File: config.mk
export PLATFORM = sky130hd
export DESIGN_NAME = shared_dff_reg_arbiter
export DESIGN_NICKNAME = d
export VERILOG_FILES = /design/src/rtl/shared_dff_reg_arbiter.sv
export SDC_FILE = /design/constraint.sdc
export NUM_CORES = 1
export LEC_CHECK = 0
export BUFFER_PORTS_ARGS = -buffer_cell sky130_fd_sc_hd__buf_2
export CAP_MARGIN = 20
export CORE_MARGIN = 3
export CORE_UTILIZATION = 50
export CTS_CLUSTER_DIAMETER = 80
export DETAILED_ROUTE_END_ITERATION = 8
export GPL_TIMING_DRIVEN = 0
export PLACE_DENSITY = 0.84
export SLEW_MARGIN = 20
export SYNTH_ARGS = -nofsm -noshare
export SYNTH_HDL_FRONTEND = slang
export SYNTH_SLANG_ARGS = --single-unit
File: constraint.sdc
create_clock -name clk -period 2.6 [get_ports clk]
set_input_delay 0.26 -clock clk [delete_from_list [all_inputs] [get_ports clk]]
set_output_delay 0.26 -clock clk [all_outputs]
set_load 0.1 [all_outputs]
File: src/rtl/shared_dff_reg_arbiter.sv
// Round-robin write arbiter owning a single shared W-bit register (q/qbar).
// Optional last-writer output is enabled by defining ARB_LAST_ID_EN.
module shared_dff_reg_arbiter #(
    parameter int N           = 4,
    parameter int W           = 8,
    parameter int HOLD_CYCLES = 1
) (
    input  logic                 clk,
    input  logic                 rst,
    input  logic [N-1:0]         req,
    input  logic [N*W-1:0]       wdata,
    output logic [N-1:0]         gnt,
    output logic                 busy,
    output logic [W-1:0]         q,
    output logic [W-1:0]         qbar
`ifdef ARB_LAST_ID_EN
   ,output logic [$clog2(N)-1:0] last_id
`endif
);
    localparam int PW = $clog2(N);
    localparam logic [3:0] HOLD_LAST = 4'((HOLD_CYCLES > 0) ? HOLD_CYCLES - 1 : 0);

    typedef enum logic [1:0] {IDLE, GRANT, HOLD} state_t;

    state_t         state_q;
    logic [PW-1:0]  ptr_q, sel_q;
    logic [PW-1:0]  sel_d, ptr_d;
    logic [N-1:0]   gnt_q;
    logic           busy_q;
    logic [W-1:0]   data_q;
    logic [3:0]     hold_cnt_q;
`ifdef ARB_LAST_ID_EN
    logic [PW-1:0]  last_id_q;
`endif

    // Scan downward from ptr+N-1 to ptr so the lowest offset from ptr wins.
    always_comb begin
        sel_d = '0;
        for (int k = N - 1; k >= 0; k--) begin
            int idx;
            idx = int'(ptr_q) + k;
            if (idx >= N) idx = idx - N;
            if (req[idx]) sel_d = PW'(idx);
        end
    end

    assign ptr_d = (sel_q == PW'(N - 1)) ? '0 : sel_q + 1'b1;

    always_ff @(posedge clk) begin
        if (rst) begin
            state_q    <= IDLE;
            ptr_q      <= '0;
            sel_q      <= '0;
            gnt_q      <= '0;
            busy_q     <= 1'b0;
            data_q     <= '0;
            hold_cnt_q <= '0;
`ifdef ARB_LAST_ID_EN
            last_id_q  <= '0;
`endif
        end else begin
            case (state_q)
                IDLE: begin
                    if (|req) begin
                        sel_q   <= sel_d;
                        gnt_q   <= {{(N-1){1'b0}}, 1'b1} << sel_d;
                        busy_q  <= 1'b1;
                        state_q <= GRANT;
                    end
                end
                GRANT: begin
                    gnt_q <= '0;
                    if (req[sel_q]) begin
                        data_q     <= wdata[int'(sel_q)*W +: W];
                        ptr_q      <= ptr_d;
                        hold_cnt_q <= '0;
`ifdef ARB_LAST_ID_EN
                        last_id_q  <= sel_q;
`endif
                        if (HOLD_CYCLES > 0) begin
                            state_q <= HOLD;
                        end else begin
                            state_q <= IDLE;
                            busy_q  <= 1'b0;
                        end
                    end else begin
                        // Requester withdrew: no write, pointer stays put.
                        state_q <= IDLE;
                        busy_q  <= 1'b0;
                    end
                end
                HOLD: begin
                    if (hold_cnt_q == HOLD_LAST) begin
                        hold_cnt_q <= '0;
                        state_q    <= IDLE;
                        busy_q     <= 1'b0;
                    end else begin
                        hold_cnt_q <= hold_cnt_q + 4'd1;
                    end
                end
                default: begin
                    state_q <= IDLE;
                    busy_q  <= 1'b0;
                    gnt_q   <= '0;
                end
            endcase
        end
    end

    assign gnt  = gnt_q;
    assign busy = busy_q;
    assign q    = data_q;
    assign qbar = ~data_q;
`ifdef ARB_LAST_ID_EN
    assign last_id = last_id_q;
`endif

endmodule

-- Word level (Yosys, flattened, before mapping)
Index checks and enable logic that the tools add are counted.
- bitwise logic cells: 2
- magnitude comparators: 9
- add/subtract/negate cells: 9
- divide/modulo/power cells: 0
- muxes and demuxes: 36
- multiply operators: 0
- reduce and logical (&&, ||, !) cells: 10
- eq/ne operators: 7
- shift operators: 2
- operators with widths (operator ; number):
    < comparator 32 x 4 -> 1 bit (second input constant) ; 4
    2-to-1 mux 32 bit ; 4
    indexed part select 32 x 6 -> 8 bit ; 1
    2-to-1 mux 2 bit ; 8
    case mux 4 bit (2 select lines) ; 2
    2-to-1 mux 1 bit ; 12
    2-to-1 mux 4 bit ; 3
    subtractor 3 x 3 -> 4 bit (second input constant) ; 3
    binary-select mux 1 bit (select 2 bit) ; 5
    AND reduction 2 bit ; 5
    greater-or-equal comparator 3 bit (second input constant) ; 3
    != test 2 bit (second input constant) ; 4
    NOT 8 bit ; 1
    adder 2 x 2 -> 3 bit (second input constant) ; 2
    case mux 2 bit (3 select lines) ; 1
    adder 4 x 1 -> 4 bit (second input constant) ; 1
    == test 2 bit (second input constant) ; 2
    logical NOT 4 bit ; 1
    OR reduction 4 bit ; 1
    left shift 1 x 2 -> 4 bit (first input constant) ; 1
    subtractor 2 x 3 -> 4 bit (second input constant) ; 1
    adder 2 x 1 -> 3 bit (second input constant) ; 1
    greater-or-equal comparator 2 x 3 -> 1 bit (second input constant) ; 1
    < comparator 2 x 3 -> 1 bit (second input constant) ; 1
    other kinds (7) ; 7
- latch bits: 0
- register bits after elaboration: 23
- bits in writable memories: 0
- memories kept: 0
- memory bits (read-only): 0

-- Logic depth before layout (Yosys ltp)
Gate-level depths: netlist of run 1.
- depth in word-level cells: 13
- mapped depth: 6
- gate-level depth less buffers: 6

-- Least setup slack after synthesis of run 1
Ideal clock, no wire load.
- kind: flip-flop to output port
- from: register data_q[0], in the netlist q[0]
- to: output port qbar[0]
- arrival: 1632 ps
- path buffers: 0
- required time: 2340 ps
- stages on the path, launching flop included: 2
- slack: 708 ps
- path through: dfxtp_1 inv_1
- word-level cells in the longest chain between the ends: 1
- ends and longest elaborated chain (element ; line ; text):
    from (decl) ; 30 ; logic [W-1:0] data_q;
    from (signal assigned) ; 74 ; data_q <= wdata[int'(sel_q)*W +: W];
    NOT 8 bit ; 113 ; assign qbar = ~data_q;
    to (decl) ; 15 ; output logic [W-1:0] qbar
Every way passes these cells.

-- Worst setup path after layout of run 1
- from: register sel_q[0]
- to: register data_q[5], in the netlist q[5]
- word-level cells in the longest chain between the ends: 3
- elaborated cells between the ends (all ways): 4
- those cells by class: 1 x shift; 2 x mux; 1 x reduce/logical
- ends and longest elaborated chain (element ; line ; text):
    from (decl) ; 26 ; logic [PW-1:0] ptr_q, sel_q;
    from (signal assigned) ; 65 ; sel_q <= sel_d;
    parallel branches: the longest is 3 deep, another holds indexed part select 32 x 6 -> 8 bit ; n/a ;
Parallel ways; which one is timed is not known. The select of a mux whose other input is x is not followed.
A chain may end at the register's enable or synchronous reset.

==> summary.md, run 1 <==
The logs give 0.755 nW for the leakage component of the power and 171 for the synthesized netlist net count. The share of Yosys cell area claimed by the top area cell type is 0.355, and the aggregate global routing overflow is 0. The count of fill cells added during filler insertion is 185. Clock-pin slew was measured on the worst setup and hold paths at 0.13 ns. The number of global-route vias before repair was 1234. The class of the most critical setup path was reg -> reg. Synthesis inferred 23 register bits. The overall track demand over capacity in global routing is 0.198. The portion of the clock cycle consumed by the worst path in the final layout was 0.642. For the sequential power share, the log shows 0.431. By count the netlist is led by 23 x dfxtp_1, 13 x nor2_1, 12 x inv_1. The HPWL after detailed placement is 2.38 mm. The core outline area is 0.00234 sq mm. Kind of end point of the critical path: a flop. For the final routed database, the setup TNS stands at 0 ns. The net switching power figure came out at 0.000370 W. The global-route wire length before repair is 5.17 mm. The tree built by TritonCTS fans out to 23 sinks.

Counting the buffers created by CTS gives 3. In this run the tool buffered the top-level ports with 57 buffer cells. STA puts the critical path data required time at 2.80 ns. For this block, the initial DRC count from the detailed router was 42.

The warning count from the yosys run was 0. For the number of H-tree branching levels, the log shows 1. For this run, the slowest stage of the critical path takes 0.56 ns. The type of the worst min-delay path is in -> reg. Of all cell types, the one taking the most synthesized area is dfxtp_1. The buffers plus inverters on the worst setup path is 1, and the count of buffers added by post-CTS timing repair for setup is 0.

Final-report setup violation count: 0. The congestion estimate from routability-driven global placement came to 0.795. The layout cell share with drive strength beyond 1 works out to 0.414. The tools report the element type at the critical path start as a flop. The first detailed-routing pass took 4 iterations. The number of antenna violations at the first check in global routing was 0. Setup repair after global routing left no endpoint under its margin. For the clock tree buffer depth, the log shows 2. The upper clock frequency limit was 0.599 GHz. The area added between synthesis and finish was 26.7%. For this design, the slowest cell found on the critical path is mux4_2.

Count of maximum capacitance violations: 0. The floorplan step defined a die boundary enclosing 0.00324 sq mm. The tightest hold margin is 0.372 ns.

After detailed routing, the number of remaining DRC violations is 0. The cell-internal power is 0.000539 W. VDD sags by at most 0.000382 V. The count of nets left with antenna violations once routing finished came out at 0. Of all nets on the critical path, the largest fanout is 10. The worst slew margin relative to its limit was 0.677.

The number of enable flip-flop cells after synthesis was 0. The height of the die was 56.9 um; the final worst clock skew was 0.0103 ns. Master cell of the clock root buffer: clkbuf_4. The power density over the cells is 553 mW/mm^2. Row generation in the floorplan step produced 17 rows. TritonCTS built the clock tree. The share of flip-flops with an asynchronous set or reset after synthesis is 0, and the largest net degree at the start of global routing is 13.

The cell count after synthesis came out at 130. Across all layers, the routed design uses 1224 vias. The tools report the final net count as 233. The tools report the number of hold-slack violations in the final timing report as 0.

The most common flop cell mapped by yosys was dfxtp_1. Subtracting the final worst setup slack from the clock period gives 1.67 ns. In this run, post-CTS repair resized a total of 0 instances.

The I/O pin count was 59. Grouping stages by cell kind, the critical path spends the most delay in multiplexers. The run gives 0 as the final count of pins violating max slew. The combinational share of power was 0.391. Sorting the synthesized cells by area gives the leading types as dfxtp_1 36%, mux4_2 16%, mux2i_1 7.7%, nor2_1 3.8%, inv_1 3.5%. Data arrives at the worst endpoint at 1.86 ns.

The signal on the critical path passes through mux4_2, nand3b_4, buf_12, mux2i_1, nor2_1. X dimension of the die: 56.9 um. The count of different cell masters after synthesis was 34; the total detailed-routing wirelength was 3.03 mm. The summed instance area of the synthesized netlist came out at 0.00130 sq mm. The clock reaches the later pin of the worst-skew pair after 0.30 ns. The antenna diode count was 0. In the final routed layout, each cell accounts on average for 13.8 um. The via density per instance works out to 5.59. The run gives 0.554 as the effective utilization at floorplan. The most frequent cell after synthesis was dfxtp_1.

For the pin with the worst max-slew slack, the measured transition is 0.488 ns. The switching power as a share of total power came out at 0.407. The flow ran to the end, and the final reports show no timing, DRC or antenna violations. The sequential-to-total area share from yosys stat is 0.355, and the synthesized area per cell is 9.97 sq um. The relative contribution of the clock network to total power is 0.178. Hold repair after CTS inserted 0 buffers.
final cells by class:
| cell class | count | area [sq um] | share of cell area |
|---|---|---|---|
| Inverter | 12 | 45.0 | 0.0274 |
| Sequential cell | 23 | 460 | 0.280 |
| Multi-Input combinational cell | 88 | 742 | 0.452 |
| Tap cell | 28 | 35.0 | 0.0213 |
| Timing Repair Buffer | 57 | 285 | 0.174 |
| Clock buffer | 4 | 26.3 | 0.0160 |
| Buffer | 7 | 48.8 | 0.0297 |
state kept, by name, summed over array words and instances (netlist names):
name	count
q	8
sel_q	2
hold_cnt_q	4
state_q	2
ptr_q	2
gnt	4
busy	1
metal layers:
layer | GRT usage | up-vias | part of all wire
met5 | 0 | - | 0
li1 | - | 593 | -
met3 | 0.0483 | 2 | 0.065
met2 | 0.372 | 40 | 0.53
met1 | 0.217 | 589 | 0.40
met4 | 0.0563 | 0 | 0.0076
cells by family (layout without fill, tap and decap cells):
logic type,count (synthesis),in the layout,synth area share
flops,23,23,0.355
compound gates,23,23,0.128
fa+ha+maj,3,3,0.0290
buf+inv,19,80,0.0724
mux,19,19,0.234
simple gates,43,43,0.181
worst reg2reg max path, stage by stage, from the launching register on:
cell      delay [ns]
dfxtp_1         0.40
mux4_2          0.56
nand3b_4        0.18
buf_12          0.16
mux2i_1         0.21
nor2_1          0.05
power groups by stage:
stage,clock [W],combinational [W],sequential [W]
floorplan,0,0.000183,0.000499
global placement,0,0.000349,0.000399
detailed placement,0,0.000357,0.000400
CTS,0.000166,0.000357,0.000392
global route,0.000185,0.000376,0.000396
finish,0.000162,0.000356,0.000392
final timing paths:
path	start	end	slack (ns)	cells after the start
setup / recovery	sel_q[0]$_SDFFE_PP0P_	q[5]$_SDFFE_PP0P_	0.93	5
hold / removal	rst	hold_cnt_q[2]$_SDFFE_PP0P_	0.37	2
hold reg to reg	gnt[0]$_SDFFE_PP0P_	gnt[0]$_SDFFE_PP0P_	0.48	2
setup reg to reg	sel_q[0]$_SDFFE_PP0P_	q[5]$_SDFFE_PP0P_	0.93	5
through the flow:
stage | std cells | setup slack, ns | util | power [W] | area (sq um)
6_report | 219 | 0.932 | 0.702 | 0.000909 | 1640
3_3_place_gp | 215 | 0.975 | 0.691 | 0.000748 | 1620
5_1_grt | 219 | 0.840 | 0.702 | 0.000956 | 1640
3_5_place_dp | 215 | 0.944 | 0.691 | 0.000757 | 1620
4_1_cts | 219 | 0.925 | 0.702 | 0.000916 | 1640
2_1_floorplan | 130 | 0.708 | - | 0.000682 | 1300
cell usage in the layout, fill, tap and decap left out, types with 2 or more instances in the layout:
cell type	n
dfxtp_1	23
buf_2	59
clkbuf_4	3
inv_1	12
nor2_1	13
nand3b_1	3
ha_1	3
a31oi_1	2
mux2i_1	10
nand2b_1	3
a21oi_1	7
or3_1	4
nor3_1	3
a21oi_2	2
clkbuf_1	4
o32ai_1	4
nand2_1	9
mux4_2	9
nor3b_1	2
(Power assumes the default switching activity.)
==> run 2: changes to the inputs <==
Settings changed: CORE_UTILIZATION 50 to 42, PLACE_DENSITY 0.84 to 0.76.
Clock period 2.6 ns to 1.35 ns, I/O delays scaled along.
==> run 2 against run 1 <==
Net effect: the run now ends with setup timing left; register-to-register slack worse by 1.2 ns; sequential power is 95% higher; clock power is 96% higher; routed wire length is 17% higher; sequential share of layout area is 1.8 points lower; hold slack worse by 0.13 ns; flip-flop and latch count stayed put; non-clock buffer count is 8 higher.
==> summary.md, run 2 (synthesized netlist as in run 1, its figures left out) <==
The flow ran to the end, but the final reports show violations. The final reports fail on setup timing. The worst setup path is launched from a flop. The average wire per standard cell works out to 15.4 um (+11%).

The startpoint of the most critical register-to-register path is sel_q[1]$_SDFFE_PP0P_. For the core outline area, the log shows 0.00285 sq mm (+22%). The run gives 248 (+34%) as the count of fill cells added during filler insertion. The number of buffers added on ports was 57 (unchanged). The power density over the cells is 997 mW/mm^2 (+80%), and the antenna diode count is 0 (unchanged).

The logs give 0 (unchanged) for the quantity of hold-fixing buffers added after cts and 0 (unchanged) for the final count of pins violating max slew. The termination of the worst setup path was ptr_q[0]$_SDFFE_PP0P_. The switching power as a share of total power came out at 0.409 (+0.00191). Clock tree synthesis selected as its root buffer the cell clkbuf_4. The largest individual stage delay along the critical path comes from the cell dfxtp_2.

Leaving out fill and tap cells, the most frequent cell in the layout is buf_2. TritonCTS built the clock tree. For the number of iterations in the first detailed-routing pass, the log shows 4 (unchanged).

The layout cell share with drive strength beyond 1 is 0.578 (+0.164). The run gives 0.909 (+14%) as the final estimated routing congestion in global placement. Clock slew at the register clock pins of the worst setup and hold paths: 0.12 ns (about the same). The run gives 1 (unchanged) as the number of H-tree branching levels. The worst setup path is captured at a flop.

The critical path starts at sel_q[1]$_SDFFE_PP0P_. The logs give -0.249 ns (-1.18 ns) for the setup slack of the critical path after layout and 241 (+3.4%) for the final net count. For the sequential power share, the log shows 0.410 (-0.021). The number of clock sinks was 23 (unchanged). The tools report the count of antenna-violating nets left after detailed routing as 0 (unchanged). The biggest cell delay along the critical path was 0.36 ns (-0.20 ns). The number of buffers inserted during clock tree synthesis was 3 (unchanged). The run gives 1262 (+3.1%) as the detailed-route via count. Setup repair after global routing could not meet its margin everywhere. The tightest hold margin is 0.246 ns (-0.126 ns), and the via density per instance is 5.49 (-1.8%). The tools report the relative contribution of the clock network to total power as 0.170 (-0.008). The run gives 0 (unchanged) as the remaining routing DRC violations. The die footprint was 0.00379 sq mm (+17%); the overall track demand over capacity in global routing was 0.184 (-0.0136). In the layout the commonest cells are 57 x buf_2, 12 x nor2_1, 12 x dfxtp_1. The number of hold-slack violations in the final timing report is 0 (unchanged), and the x dimension of the die is 61.6 um (+8.2%).

The logs give 0 (unchanged) for the number of antenna violations at the first check in global routing and 798 sq um (+7.6%) for the area of the multi-input gates. The insertion delay of the later-clocked pin in the worst-skew pair was 0.31 ns (about the same). The worst register-to-register path ends at ptr_q[0]$_SDFFE_PP0P_.

The critical path goes through buf_8, mux4_2, nand3b_4, buf_4, or3_4, a21oi_2. The minimum period implied by the final worst setup slack was 1.60 ns (-0.0696 ns); the final worst clock skew was 0.00218 ns (-0.00811 ns). The depth of the worst register-to-register path is 6 (+1).

The total detailed-routing wirelength is 3.54 mm (+17%), and the endpoint required time on the critical path is 1.60 ns (-1.20 ns). The height of the die came out at 61.6 um (+8.2%). The flop-to-flop setup slack came out at -0.25 ns (-1.18 ns). The global-route wire length before repair is 5.16 mm (-0.14%), and the area added between synthesis and finish is 44.5%. The number of global-route vias before repair was 1215 (-1.5%). Upper clock frequency limit: 0.625 GHz (+4.4%). The run gives 0.000764 W (+110%) as the net switching power figure.

The combinational share of power is 0.419 (+0.028), and the slew of the pin with the lowest slew margin is 0.514 ns (+0.0257 ns). The logs give 0.00110 W (+100%) for the cell-internal power and 19 (+2) for the row count. The run gives 16 (+16) as the final-report setup violation count. The effective utilization at floorplan came out at 0.454 (-0.0996). The portion of the clock cycle consumed by the worst path in the final layout was 1.18 (+0.543). The type of the worst min-delay path is in -> reg. For the largest net degree at the start of global routing, the log shows 13 (unchanged).

The leakage component of the power is 0.819 nW (+8.5%), and the largest vdd supply drop is 0.000741 V (+94%). The count of maximum capacitance violations is 0 (unchanged), and the worst-path maximum fanout is 5 (-5). Post-route setup TNS: -2.93 ns (-2.93 ns). The clock tree buffer depth was 2 (unchanged); the number of flip-flops in the largest register was 8 (unchanged). The initial detailed-routing violation count came out at 50 (+19%). The tools report the footprint of the flip-flops and latches as 492 sq um (+6.8%). For the aggregate global routing overflow, the log shows 0 (unchanged). The worst setup path is of the reg -> reg kind. The logs give 2.50 mm (+4.7%) for the sum of net half-perimeters after detailed placement and 0.657 (-0.0456) for the share of the core filled with cells. The data arrival time of the critical path was 1.85 ns (about the same); the worst slew margin relative to its limit was 0.654 (-0.0225). I/O pin count: 59 (unchanged).
-- run 2: routing by layer --
metal,vias to the layer above,track usage,wire [um]
li1,613,-,-
met3,4,0.0419,165
met5,-,0,0
met2,39,0.350,2000
met1,606,0.204,1350
met4,0,0.0455,20
-- run 2: power groups by stage --
stage | sequential (W) | clock [W] | combinational, W
finish | 0.000766 | 0.000318 | 0.000783
global route | 0.000773 | 0.000356 | 0.000823
CTS | 0.000762 | 0.000324 | 0.000759
detailed placement | 0.000776 | 0 | 0.000696
global placement | 0.000774 | 0 | 0.000680
floorplan | 0.000969 | 0 | 0.000357
-- run 2: per-stage QoR --
step,power (W),cells,instance area (sq um),setup WS (ns)
after floorplan,0.00133,130,1360,-0.137
after global placement,0.00145,218,1680,-0.239
after detailed placement,0.00147,218,1680,-0.278
after CTS,0.00184,229,1830,-0.248
after global routing,0.00195,230,1870,-0.303
final,0.00187,230,1870,-0.249
-- run 2: worst min path at each step --
| stage | cells after the start | end | slack (ns) | startpoint |
|---|---|---|---|---|
| after floorplan | 2 | sel_q[1]$_SDFFE_PP0P_ | 0.38 | req[3] |
| after global placement | 2 | gnt[0]$_SDFFE_PP0P_ | 0.46 | gnt[0]$_SDFFE_PP0P_ |
| after detailed placement | 2 | gnt[3]$_SDFFE_PP0P_ | 0.47 | gnt[3]$_SDFFE_PP0P_ |
| after CTS | 3 | sel_q[1]$_SDFFE_PP0P_ | 0.24 | req[3] |
| after global routing | 3 | sel_q[1]$_SDFFE_PP0P_ | 0.26 | req[3] |
| final | 3 | sel_q[1]$_SDFFE_PP0P_ | 0.25 | req[3] |
-- run 2: timing repair --
item | CTS | global route
pin swaps | 3 | 5
setup endpoints to repair | 17 | 20
resized for setup | 10 | 7
buffers inserted | 6 | 3
hold endpoints to repair | 0 | 0
gates cloned | 1 | 0
-- run 2: critical path, delay by kind of cell, from the launching register on --
| kind | cells | cell delay [ns] |
|---|---|---|
| compound gates | 1 | 0.12 |
| flops | 1 | 0.36 |
| buf+inv | 2 | 0.30 |
| mux | 1 | 0.25 |
| simple gates | 2 | 0.51 |
-- run 2: area by class of cell --
class,count,share of cell area
plain buffers,5,0.0267
well taps,31,0.0207
clock buffers,4,0.0140
multi-input cells,88,0.426
flip-flops and latches,23,0.263
repair buffers,67,0.210
inverters,12,0.0401
==> run 3: changes to the inputs <==
Settings changed: CORE_UTILIZATION 42 to 40, PLACE_DENSITY 0.76 to 0.73.
==> run 3 against run 2 <==
Net effect: register-to-register slack improved by 0.04 ns; sequential power about the same; first-iteration DRC count down 10%; largest cell class unchanged; fmax increased by 2.6%; the flow still finishes with violations (setup timing).
==> summary.md, run 3 (synthesized netlist as in run 1, its figures left out) <==
The area added between synthesis and finish was 43.8%; the overall track demand over capacity in global routing was 0.169 (-0.0154). The slew of the pin with the lowest slew margin was 0.688 ns (+0.174 ns). The footprint of the flip-flops and latches is 494 sq um (+0.51%), and the leakage component of the power is 0.801 nW (-2.2%). The combinational share of power was 0.411 (-0.008); the biggest cell delay along the critical path was 0.55 ns (+0.19 ns).

The tools report the relative contribution of the clock network to total power as 0.173 (+0.003). The type of the worst min-delay path was in -> reg. The number of clock sinks was 23 (unchanged).

The logs give -0.208 ns (+0.0412 ns) for the setup slack of the critical path after layout and 4 (unchanged) for the number of iterations in the first detailed-routing pass. The final worst clock skew is 0.00114 ns (-0.00104 ns). The flow ran to the end, but the final reports show violations.

The logs give 0.00186 sq mm (-0.47%) for the post-layout instance area and 0.799 (-12%) for the final estimated routing congestion in global placement. The run gives 0.00108 W (-2.0%) as the cell-internal power. The largest individual stage delay along the critical path comes from the cell mux4_2.

The run gives 270 (+8.9%) as the count of fill cells added during filler insertion. The switching power as a share of total power came out at 0.412 (+0.00265). The run gives 0 (unchanged) as the number of antenna violations at the first check in global routing. The number of H-tree branching levels was 1 (unchanged); the number of buffers added on ports was 57 (unchanged). The logs give 2 (unchanged) for the clock tree buffer depth and 0.244 ns (-0.00153 ns) for the tightest hold margin.

For the flop-to-flop setup slack, the log shows -0.21 ns (+0.04 ns). Average wire per standard cell: 13.8 um (-10%). The final reports fail on setup timing. The sequential power share is 0.416 (+0.006). The tree is rooted in a clkbuf_4.

The run gives 0.642 GHz (+2.6%) as the upper clock frequency limit. The count of antenna-violating nets left after detailed routing is 0 (unchanged), and the I/O pin count is 59 (unchanged). Final count of pins violating max slew: 0 (unchanged). The tools report the initial detailed-routing violation count as 45 (-10%). The number of hold-slack violations in the final timing report was 0 (unchanged); the remaining routing DRC violations was 0 (unchanged). The clock slew at the register clock pins of the worst setup and hold paths is 0.12 ns (about the same).

The kind of cell with the highest combined delay along the critical path is multiplexers. The data arrival time of the critical path was 1.75 ns (-0.10 ns); the worst slew margin relative to its limit was 0.537 (-0.117). The sum of net half-perimeters after detailed placement came out at 2.46 mm (-1.3%). The final net count was 238 (-1.2%). Most common cell after layout, fill and taps aside: buf_2. The logs give 0.00170 sq mm (+0.97%) for the placed standard-cell area and 1233 (-2.3%) for the detailed-route via count. The tools report the element type at the critical path start as a flop.

The layout cell share with drive strength beyond 1 is 0.592 (+0.0139). The row count is 20 (+1). Share of the core filled with cells: 0.606 (-0.0509). The number of global-route vias before repair came out at 1214 (-0.082%). The power density over the cells is 986 mW/mm^2 (-1.1%), and the net switching power figure is 0.000757 W (-0.94%).

The x dimension of the die is 62.9 um (+2.2%). The worst setup path is captured at a flop. The number of flip-flops in the largest register was 8 (unchanged); the minimum period implied by the final worst setup slack was 1.56 ns (-0.0412 ns).

For the quantity of hold-fixing buffers added after cts, the log shows 0 (unchanged). The class of the most critical setup path is reg -> reg. The largest vdd supply drop is 0.000386 V (-48%). Leaving out fill and tap cells, the most frequent cells in the layout are 57 x buf_2, 12 x nor2_1, 10 x dfxtp_1.

Area of the multi-input gates: 813 sq um (+1.9%). The antenna diode count is 0 (unchanged), and the height of the die is 62.9 um (+2.2%). For the core outline area, the log shows 0.00308 sq mm (+7.9%).

The worst-path maximum fanout works out to 9 (+4). The portion of the clock cycle consumed by the worst path in the final layout was 1.15 (-0.0306). Setup repair after global routing could not meet its margin everywhere. The logs give 1.55 ns (-0.05 ns) for the endpoint required time on the critical path and 0 (unchanged) for the aggregate global routing overflow. The via density per instance works out to 5.14 (-6.4%).

The global-route wire length before repair was 5.34 mm (+3.5%). The logs give 0.31 ns (about the same) for the insertion delay of the later-clocked pin in the worst-skew pair and 0.00396 sq mm (+4.5%) for the die footprint. The final-report setup violation count is 17 (+1), and the buffers plus inverters on the worst setup path is 1 (-1). TritonCTS built the clock tree. For the total detailed-routing wirelength, the log shows 3.32 mm (-6.1%). The tools report the count of maximum capacitance violations as 0 (unchanged). The post-route setup TNS came out at -2.57 ns (+0.360 ns). The largest net degree at the start of global routing came out at 13 (unchanged).

The critical path goes through mux4_2, nand3b_4, buf_12, mux2i_1, nor2_1. The effective utilization at floorplan is 0.421 (-0.0332). Number of buffers inserted during clock tree synthesis: 3 (unchanged).
run 3: changes by cell type in the layout (fill, tap and decap cells not counted), moves of 2 or more:
cell     previous run  this run
buf_4               9         4
buf_6               0         3
dfxtp_1            12        10
dfxtp_2             4         6
run 3: final cells by class:
| type | count | area share |
|---|---|---|
| tap | 44 | 0.0295 |
| sequential | 23 | 0.265 |
| buffer | 7 | 0.0329 |
| inverter | 12 | 0.0403 |
| timing repair buffer | 62 | 0.182 |
| multi-input combinational | 88 | 0.436 |
| clock buffer | 4 | 0.0141 |
run 3: power groups by stage:
| stage | clock [W] | sequential [W] | combinational [W] |
|---|---|---|---|
| 6_report | 0.000318 | 0.000765 | 0.000755 |
| 5_1_grt | 0.000360 | 0.000772 | 0.000798 |
| 4_1_cts | 0.000332 | 0.000763 | 0.000725 |
| 3_5_place_dp | 0 | 0.000777 | 0.000694 |
| 3_3_place_gp | 0 | 0.000775 | 0.000678 |
| 2_1_floorplan | 0 | 0.000969 | 0.000357 |
run 3: repair_timing:
action,CTS,global route
gates resized for setup,8,13
endpoints found under the setup margin,18,21
pin swaps,2,2
setup buffers,3,2
run 3: worst paths after layout:
kind,to,cells after the start,from
worst max-delay path,ptr_q[1]$_SDFFE_PP0P_,5,sel_q[0]$_SDFFE_PP0P_
worst min-delay path,hold_cnt_q[3]$_SDFFE_PP0P_,2,rst
worst max register to register,ptr_q[1]$_SDFFE_PP0P_,5,sel_q[0]$_SDFFE_PP0P_
worst min register to register,gnt[2]$_SDFFE_PP0P_,2,gnt[2]$_SDFFE_PP0P_
run 3: per-stage QoR:
| step | std cells | total power, W | setup WS [ns] |
|---|---|---|---|
| 4_1_cts | 238 | 0.00182 | -0.203 |
| 3_3_place_gp | 231 | 0.00145 | -0.240 |
| 2_1_floorplan | 130 | 0.00133 | -0.137 |
| 3_5_place_dp | 231 | 0.00147 | -0.249 |
| 6_report | 240 | 0.00184 | -0.208 |
| 5_1_grt | 240 | 0.00193 | -0.273 |
run 3: layer usage:
layer,track usage,part of all wire,vias up
met5,0,0,-
met4,0.105,0.042,0
met1,0.195,0.40,570
met2,0.273,0.50,42
met3,0.0486,0.053,12
li1,-,-,609
